--- config.mk ---
export PLATFORM = sky130hd
export DESIGN_NAME = aes_core_rr_arbiter
export DESIGN_NICKNAME = d
export VERILOG_FILES = /design/src/rtl/aes_core_rr_arbiter.sv
export SDC_FILE = /design/constraint.sdc
export NUM_CORES = 1
export LEC_CHECK = 0
export BUFFER_PORTS_ARGS = -buffer_cell sky130_fd_sc_hd__buf_2
export CORE_UTILIZATION = 51
export CTS_CLUSTER_DIAMETER = 200
export CTS_CLUSTER_SIZE = 28
export DETAILED_ROUTE_END_ITERATION = 7
export PLACE_DENSITY_LB_ADDON = 0.3
export SYNTH_ARGS = -nofsm -noshare
export SYNTH_HDL_FRONTEND = slang
export SYNTH_SLANG_ARGS = --single-unit
--- constraint.sdc ---
create_clock -name clk -period 3 [get_ports clk]
set_clock_uncertainty 0.05 [all_clocks]
set_input_delay 0.15 -clock clk [delete_from_list [all_inputs] [get_ports clk]]
set_output_delay 0.15 -clock clk [all_outputs]
set_load 0.02 [all_outputs]
--- src/rtl/aes_core_rr_arbiter.sv ---
// aes_core_rr_arbiter
//   Round-robin arbiter sharing one iterative AES core between N_REQ requesters.
//   A winner is picked from the pending requests starting at rr_ptr; its mode and
//   direction are latched, the core is started, and when the core reports done a
//   one-cycle response goes back to the winner. An illegal key size (2'b11) skips
//   the core entirely and returns an error response.
//
// Optional feature: define AES_ARB_WDOG_EN to enable a RUN-state watchdog that
//   flushes the core and returns an error response after WDOG_CYCLES cycles.
//
// Ports
//   clk, reset     clock; synchronous active-high reset
//   req            per-requester request level, held until own resp_valid
//   req_mode       per-requester key size, slice i = [2i+1:2i] (11 = illegal)
//   req_enc_dec    per-requester direction (0 encrypt, 1 decrypt)
//   gnt            one-hot grant, held from grant cycle through the response cycle
//   resp_valid     one-cycle completion pulse to the granted requester
//   resp_err       qualifies resp_valid (illegal mode or watchdog timeout)
//   busy           high whenever the arbiter is not idle
//   cur_id         index of the granted requester (0 when idle)
//   core_start     one-cycle start pulse to the AES core
//   core_mode      latched key size for the core
//   core_enc_dec   latched direction for the core
//   core_done      completion pulse from the AES core
//   core_flush     one-cycle core reset request on watchdog timeout
module aes_core_rr_arbiter #(
  parameter  int unsigned N_REQ       = 4,
  parameter  int unsigned WDOG_CYCLES = 256,
  localparam int unsigned IDW         = $clog2(N_REQ)
) (
  input  logic                 clk,
  input  logic                 reset,
  input  logic [N_REQ-1:0]     req,
  input  logic [2*N_REQ-1:0]   req_mode,
  input  logic [N_REQ-1:0]     req_enc_dec,
  output logic [N_REQ-1:0]     gnt,
  output logic [N_REQ-1:0]     resp_valid,
  output logic [N_REQ-1:0]     resp_err,
  output logic                 busy,
  output logic [IDW-1:0]       cur_id,
  output logic                 core_start,
  output logic [1:0]           core_mode,
  output logic                 core_enc_dec,
  input  logic                 core_done,
  output logic                 core_flush
);

  typedef enum logic [1:0] {IDLE, START, RUN, RESP} state_t;

  state_t           state_q, state_d;
  logic [IDW-1:0]   rr_ptr_q;
  logic [IDW-1:0]   id_q;
  logic             err_q;
  logic [1:0]       mode_q;
  logic             dir_q;
  logic [N_REQ-1:0] gnt_q;
  logic             core_start_q;
  logic             wdog_hit;

  // Round-robin pick: first pending request scanning rr_ptr, rr_ptr+1, ... mod N_REQ
  logic             pick_found;
  logic [IDW-1:0]   pick_id;
  logic [N_REQ-1:0] pick_gnt;
  logic [1:0]       pick_mode;
  logic             pick_illegal;

  always_comb begin
    int unsigned idx;
    idx        = 0;
    pick_found = 1'b0;
    pick_id    = '0;
    pick_gnt   = '0;
    for (int unsigned i = 0; i < N_REQ; i++) begin
      idx = (32'(rr_ptr_q) + i) % N_REQ;
      if (!pick_found && req[IDW'(idx)]) begin
        pick_found = 1'b1;
        pick_id    = IDW'(idx);
      end
    end
    if (pick_found) pick_gnt[pick_id] = 1'b1;
  end

  assign pick_mode    = req_mode[{pick_id, 1'b0} +: 2];
  assign pick_illegal = (pick_mode == 2'b11);

`ifdef AES_ARB_WDOG_EN
  logic [15:0] wdog_cnt_q;
  logic        core_flush_q;

  // A done arriving in the timeout cycle takes precedence over the timeout.
  assign wdog_hit = (state_q == RUN) && !core_done &&
                    (wdog_cnt_q == 16'(WDOG_CYCLES - 1));

  always_ff @(posedge clk) begin
    if (reset) begin
      wdog_cnt_q   <= '0;
      core_flush_q <= 1'b0;
    end else begin
      wdog_cnt_q   <= (state_q == RUN) ? wdog_cnt_q + 16'd1 : '0;
      core_flush_q <= wdog_hit;
    end
  end

  assign core_flush = core_flush_q;
`else
  logic unused_wdog;
  assign unused_wdog = ^WDOG_CYCLES;
  assign wdog_hit    = 1'b0;
  assign core_flush  = 1'b0;
`endif

  // State register
  always_ff @(posedge clk) begin
    if (reset) state_q <= IDLE;
    else       state_q <= state_d;
  end

  // Next-state logic
  always_comb begin
    state_d = state_q;
    unique case (state_q)
      IDLE:    if (pick_found) state_d = pick_illegal ? RESP : START;
      START:   state_d = RUN;
      RUN:     if (core_done || wdog_hit) state_d = RESP;
      RESP:    state_d = IDLE;
      default: state_d = IDLE;
    endcase
  end

  // Grant, latched request attributes and round-robin pointer
  always_ff @(posedge clk) begin
    if (reset) begin
      rr_ptr_q     <= '0;
      id_q         <= '0;
      err_q        <= 1'b0;
      mode_q       <= '0;
      dir_q        <= 1'b0;
      gnt_q        <= '0;
      core_start_q <= 1'b0;
    end else begin
      // Registered so the pulse lands one cycle after the grant becomes visible
      core_start_q <= (state_q == START);
      unique case (state_q)
        IDLE: begin
          if (pick_found) begin
            id_q   <= pick_id;
            mode_q <= pick_mode;
            dir_q  <= req_enc_dec[pick_id];
            gnt_q  <= pick_gnt;
            err_q  <= pick_illegal;
          end
        end
        RUN: begin
          if (wdog_hit) err_q <= 1'b1;
        end
        RESP: begin
          gnt_q    <= '0;
          rr_ptr_q <= (id_q == IDW'(N_REQ - 1)) ? '0 : id_q + 1'b1;
        end
        default: ;
      endcase
    end
  end

  assign gnt          = gnt_q;
  assign resp_valid   = (state_q == RESP) ? gnt_q : '0;
  assign resp_err     = (state_q == RESP && err_q) ? gnt_q : '0;
  assign busy         = (state_q != IDLE);
  assign cur_id       = (state_q == IDLE) ? '0 : id_q;
  assign core_start   = core_start_q;
  assign core_mode    = mode_q;
  assign core_enc_dec = dir_q;

endmodule
# Word-level counts from Yosys, hierarchy flattened
# Index checks and enable logic that the tools add are counted.
[totals]
ff_bits = 15
output_inout_bits = 20
elab_cells = 70
[classes]
n_addsub = 4
n_lt_le_gt_ge = 6
eq_ne = 7
shift = 1
muxes = 30
n_reduce_logical = 14
[op_table]
columns = ["op", "n"]
rows = [
  ["2-bit 2-to-1 mux", 9],
  ["2-bit by 3-bit less-than comparator with 1-bit output, second input constant", 5],
  ["4-bit 2-to-1 mux", 3],
  ["1-bit binary-select mux with 2-bit select", 5],
  ["1-bit 2-to-1 mux", 10],
  ["2-bit == test, second input constant", 4],
  ["2-bit case mux with 4 select lines", 1],
  ["4-bit case mux with 2 select lines", 1],
  ["8-bit by 4-bit indexed part select with 2-bit output", 1],
  ["2-bit AND reduction", 3],
  ["1-bit logical AND", 5],
  ["2-bit by 1-bit adder with 2-bit output, second input constant", 2],
  ["2-bit adder, second input constant", 2],
  ["2-bit != test, second input constant", 2],
  ["2-bit nonzero test", 2],
  ["1-bit zero test", 3],
  ["1-bit demux with 2-bit select", 1],
  ["2-bit by 1-bit == test with 1-bit output, second input constant", 1],
  ["2-bit by 1-bit >= comparator with 1-bit output, second input constant", 1],
  ["2-bit zero test", 1],
]

# Logic depth before layout (Yosys ltp)
[logic_depth]
word_depth = 18
ltp_mapped = 9
ltp_nobuf = 7

# Worst setup path before layout
# No wires, ideal clock.
[synth_path]
kind = "register to register"
start = "reg rr_ptr_q[1]"
end = "reg state_q[1]"
setup_ns = 0.120
arrival_ns = 1.876
required_time_ns = 2.830
setup_slack_ns = 0.954
stages_incl_launch_ff = 9
n_path_buf = 1
synth_period_minus_slack_ns = 2.046
cell_sequence = "dfxtp_1 buf_6 mux2i_1 nor2_1 a311oi_4 mux2i_1 mux2_2 nor2_1 o31a_1"
[synth_via]
elab_chain_len = 17
elab_cells_between_ends = 32
[synth_rtl]
columns = ["item", "line_no", "rtl"]
rows = [
  ["start: declaration", "51", "logic [IDW-1:0] rr_ptr_q;"],
  ["start signal: assignment", "158", "rr_ptr_q <= (id_q == IDW'(N_REQ - 1)) ? '0 : id_q + 1'b1;"],
  ["branches (longest 17 deep; another with 2-bit by 1-bit adder with 2-bit output)", "--", ""],
  ["end signal: assignment", "115", "else state_q <= state_d;"],
  ["end: declaration", "50", "state_t state_q, state_d;"],
]
# Parallel ways; which one is timed is not known. The select of a mux whose other input is x is not followed.
# A chain may end at the register's enable or synchronous reset.

# Worst setup path in the final report
# Ends and elaborated chain as after synthesis.

==> summary.txt <==
Placed design
  • Dpl hpwl: 1468 um
  • Gp weighted congestion: 0.7762
  • I/O Buffers: 37

Cells and area
  • Most common cell after layout, fill and taps aside: buf_2
  • Layout cell share with drive strength beyond 1: 29.80%
  • Total Nets Final: 176
  • Fillcell total: 168
  • Register Area: 300.3 um2
  • Area occupied by multi-input gates: 614.3 um2
  • Most frequent cells in the layout: buf_2 (37), nor2_1 (15), dfxtp_1 (15), mux2i_1 (12)
  • Layout Area Growth over Synthesis: 20.20%
  • Number of diodes: 0

Pwr
  • Pwr dens: 670.7 nW/um2
  • Maximum vdd ir drop: 0.4481 mV
  • Tot Pwr: 0.0007889 W
  • Pleak: 0.5807 nW

Synthesis
  • Post-synthesis cell count: 117
  • Syn_nets: 141
  • Mapped Avg Cell Area: 8.363 um2
  • Asr flop ratio synth: 0%
  • Synth warnings: 0
  • Main synth FF type: dfxtp_1
  • Post-synth EDFFs: 0
  • Count of state elements after synthesis: 15
  • Synth cell types: 31
  • Sequential share of the synthesized area: 30.69%
  • Synthesized cell area: 978.4 um2

Floorplanning
  • IO Count: 39
  • Core area: 1764 um2
  • Die W: 45.80 um
  • Starting Density: 55.46%
  • Die area: 2098 um2
  • Die span in y: 45.80 um
  • Row Count: 15

STA
  • Final Hold Fails: 0
  • Setup TNS: 0 ps
  • Worst-Margin Slew: 617.8 ps
  • F_max: 427.7 MHz
  • RSZ-0062 raised after global routing: false
  • Minimum clock period: 2338 ps
  • Tcrit/Tclk final: 77.94%
  • Setup violations, final: 0
  • Max Slew Vio Count: 0
  • Slew headroom: 58.82%

Worst hold path
  • Worst Hold Launch: reset
  • Hold Path Class: in -> reg

Detailed routing
  • 1st-pass router iterations: 4
  • Drt via density: 5.153
  • Vias: 907
  • Wire per inst: 10.47 um
  • DRT Wirelength: 1843 um
  • Final ANT Viol Nets: 0
  • Initial DRC Count: 4
  • Residual DRC: 0

Worst setup path
  • CP max-delay cell: a311oi_4
  • Startpoint types: register
  • Worst path arrival time: 2460 ps
  • CP Cell Sequence: mux2i_1 -> nor2_1 -> a311oi_4 -> mux2i_1 -> mux2_2 -> nor2_1 -> o31a_1
  • CP max stage delay: 580 ps
  • CP required: 3120 ps
  • Reg-to-Reg Start: rr_ptr_q[1]
  • CP max FO: 10
  • Crit. Startpoint: rr_ptr_q[1]
  • Crit end category: register
  • Crit Path Class: reg -> reg

Clock tree
  • Clock Pin Slew Worst Setup and Hold Paths: 100 ps
  • # hold bufs at CTS: 0
  • Clock H-tree levels: 1
  • Sink Count: 15
  • CTS root buf: clkbuf_4
  • Postcts setup bufs: 0
  • Clk_lat worst skew: 280 ps
  • Cts bufs inserted: 3
  • Clk buf depth: 2
  • CTS resizes: 0
  • CTS tree: yes

GRT
  • First-pass GRT wire length: 3180 um
  • Met1 usage: 27.16%
  • Vias in the first global route: 759
  • Most Used Layer, Global Route: met2
  • Congestion Overflow GR: 0
  • Largest net degree at the start of global routing: 17
  • Initial antenna violation count: 0
  • M2 GR Usage: 34.86%
  • GR Util All Layers: 20.69%
  • Met3 Resource Use GR: 3.571%

Outcome
  • Outcome: finished, final reports clean

Job
  • Max Cap Violations: 0
-- per-stage QoR --
stage	hold WS [ps]	instance area [um2]	setup slack, ps	util (%)	instances
finish	172.3	1176	661.7	66.67	176
CTS	170.5	1176	660.1	66.67	176
global placement	420.3	1150	790.5	65.18	172
detailed placement	421.3	1150	689.3	65.18	172
global route	179.9	1176	553.7	66.67	176
floorplan	169.1	978.4	954.0	-	117
-- synthesized netlist by cell type (3+ instances only) --
| cell type | number | share of area (%) |
|---|---|---|
| nand2b_1 | 3 | 1.9 |
| dfxtp_1 | 15 | 31 |
| inv_1 | 5 | 1.9 |
| nor2b_1 | 4 | 2.6 |
| clkbuf_1 | 4 | 1.5 |
| o21ai_0 | 3 | 1.5 |
| mux2i_1 | 12 | 12 |
| nand2_1 | 8 | 3.1 |
| nor2_1 | 15 | 5.8 |
| a21oi_1 | 8 | 4.1 |
| ha_1 | 5 | 6.4 |
| and2_1 | 4 | 2.6 |
| and3_1 | 4 | 2.6 |
| nor3_1 | 5 | 2.6 |
-- sequential cells by signal (all words and copies together) (netlist names) --
signal	count
rr_ptr_q	2
err_q	1
core_mode	2
gnt	4
id_q	2
state_q	2
core_start	1
core_enc_dec	1
-- critical path: cells and delay by family, from the launching register on --
kind,cells,cell delay [ps]
AO/OA/AOI/OAI,2,840
flip-flops,1,510
multiplexers,3,680
AND/OR/NAND/NOR,2,130
-- logic make-up (layout without fill, tap and decap cells) --
kind of cell	Yosys count	in the layout	synth area share [%]
multiplexers	14	14	14.96
AND/OR/NAND/NOR	47	47	23.40
other	1	1	0.3833
adder cells (fa/ha/maj)	5	5	6.394
AO/OA/AOI/OAI	23	23	17.65
buffers and inverters	12	46	6.522
flip-flops	15	15	30.69
-- report_power, final --
part	total, W	internal, W	switching, W
registers	0.000286	0.000247	0.0000387
clock network	0.000116	0.0000515	0.0000641
logic	0.000387	0.000154	0.000233
-- final timing paths --
| path | to | cells after the start | slack (ps) |
|---|---|---|---|
| worst max-delay path | state_q[1] | 7 | 660 |
| worst min-delay path | gnt[0] | 2 | 170 |
| worst max register to register | state_q[1] | 7 | 660 |
| worst min register to register | id_q[1] | 2 | 430 |
-- layer usage --
layer | share of wire, % | routed length [um]
met5 | 0 | 0
met4 | 0 | 0
met3 | 5.7 | 105
met2 | 47 | 867
met1 | 47 | 870
-- cell type report --
type / count / share of cell area, %
flip-flops and latches: 15 / 25.53
repair buffers: 37 / 15.74
inverters: 5 / 1.596
clock buffers: 4 / 2.234
multi-input cells: 90 / 52.23
well taps: 25 / 2.660
(Power assumes the default switching activity.)
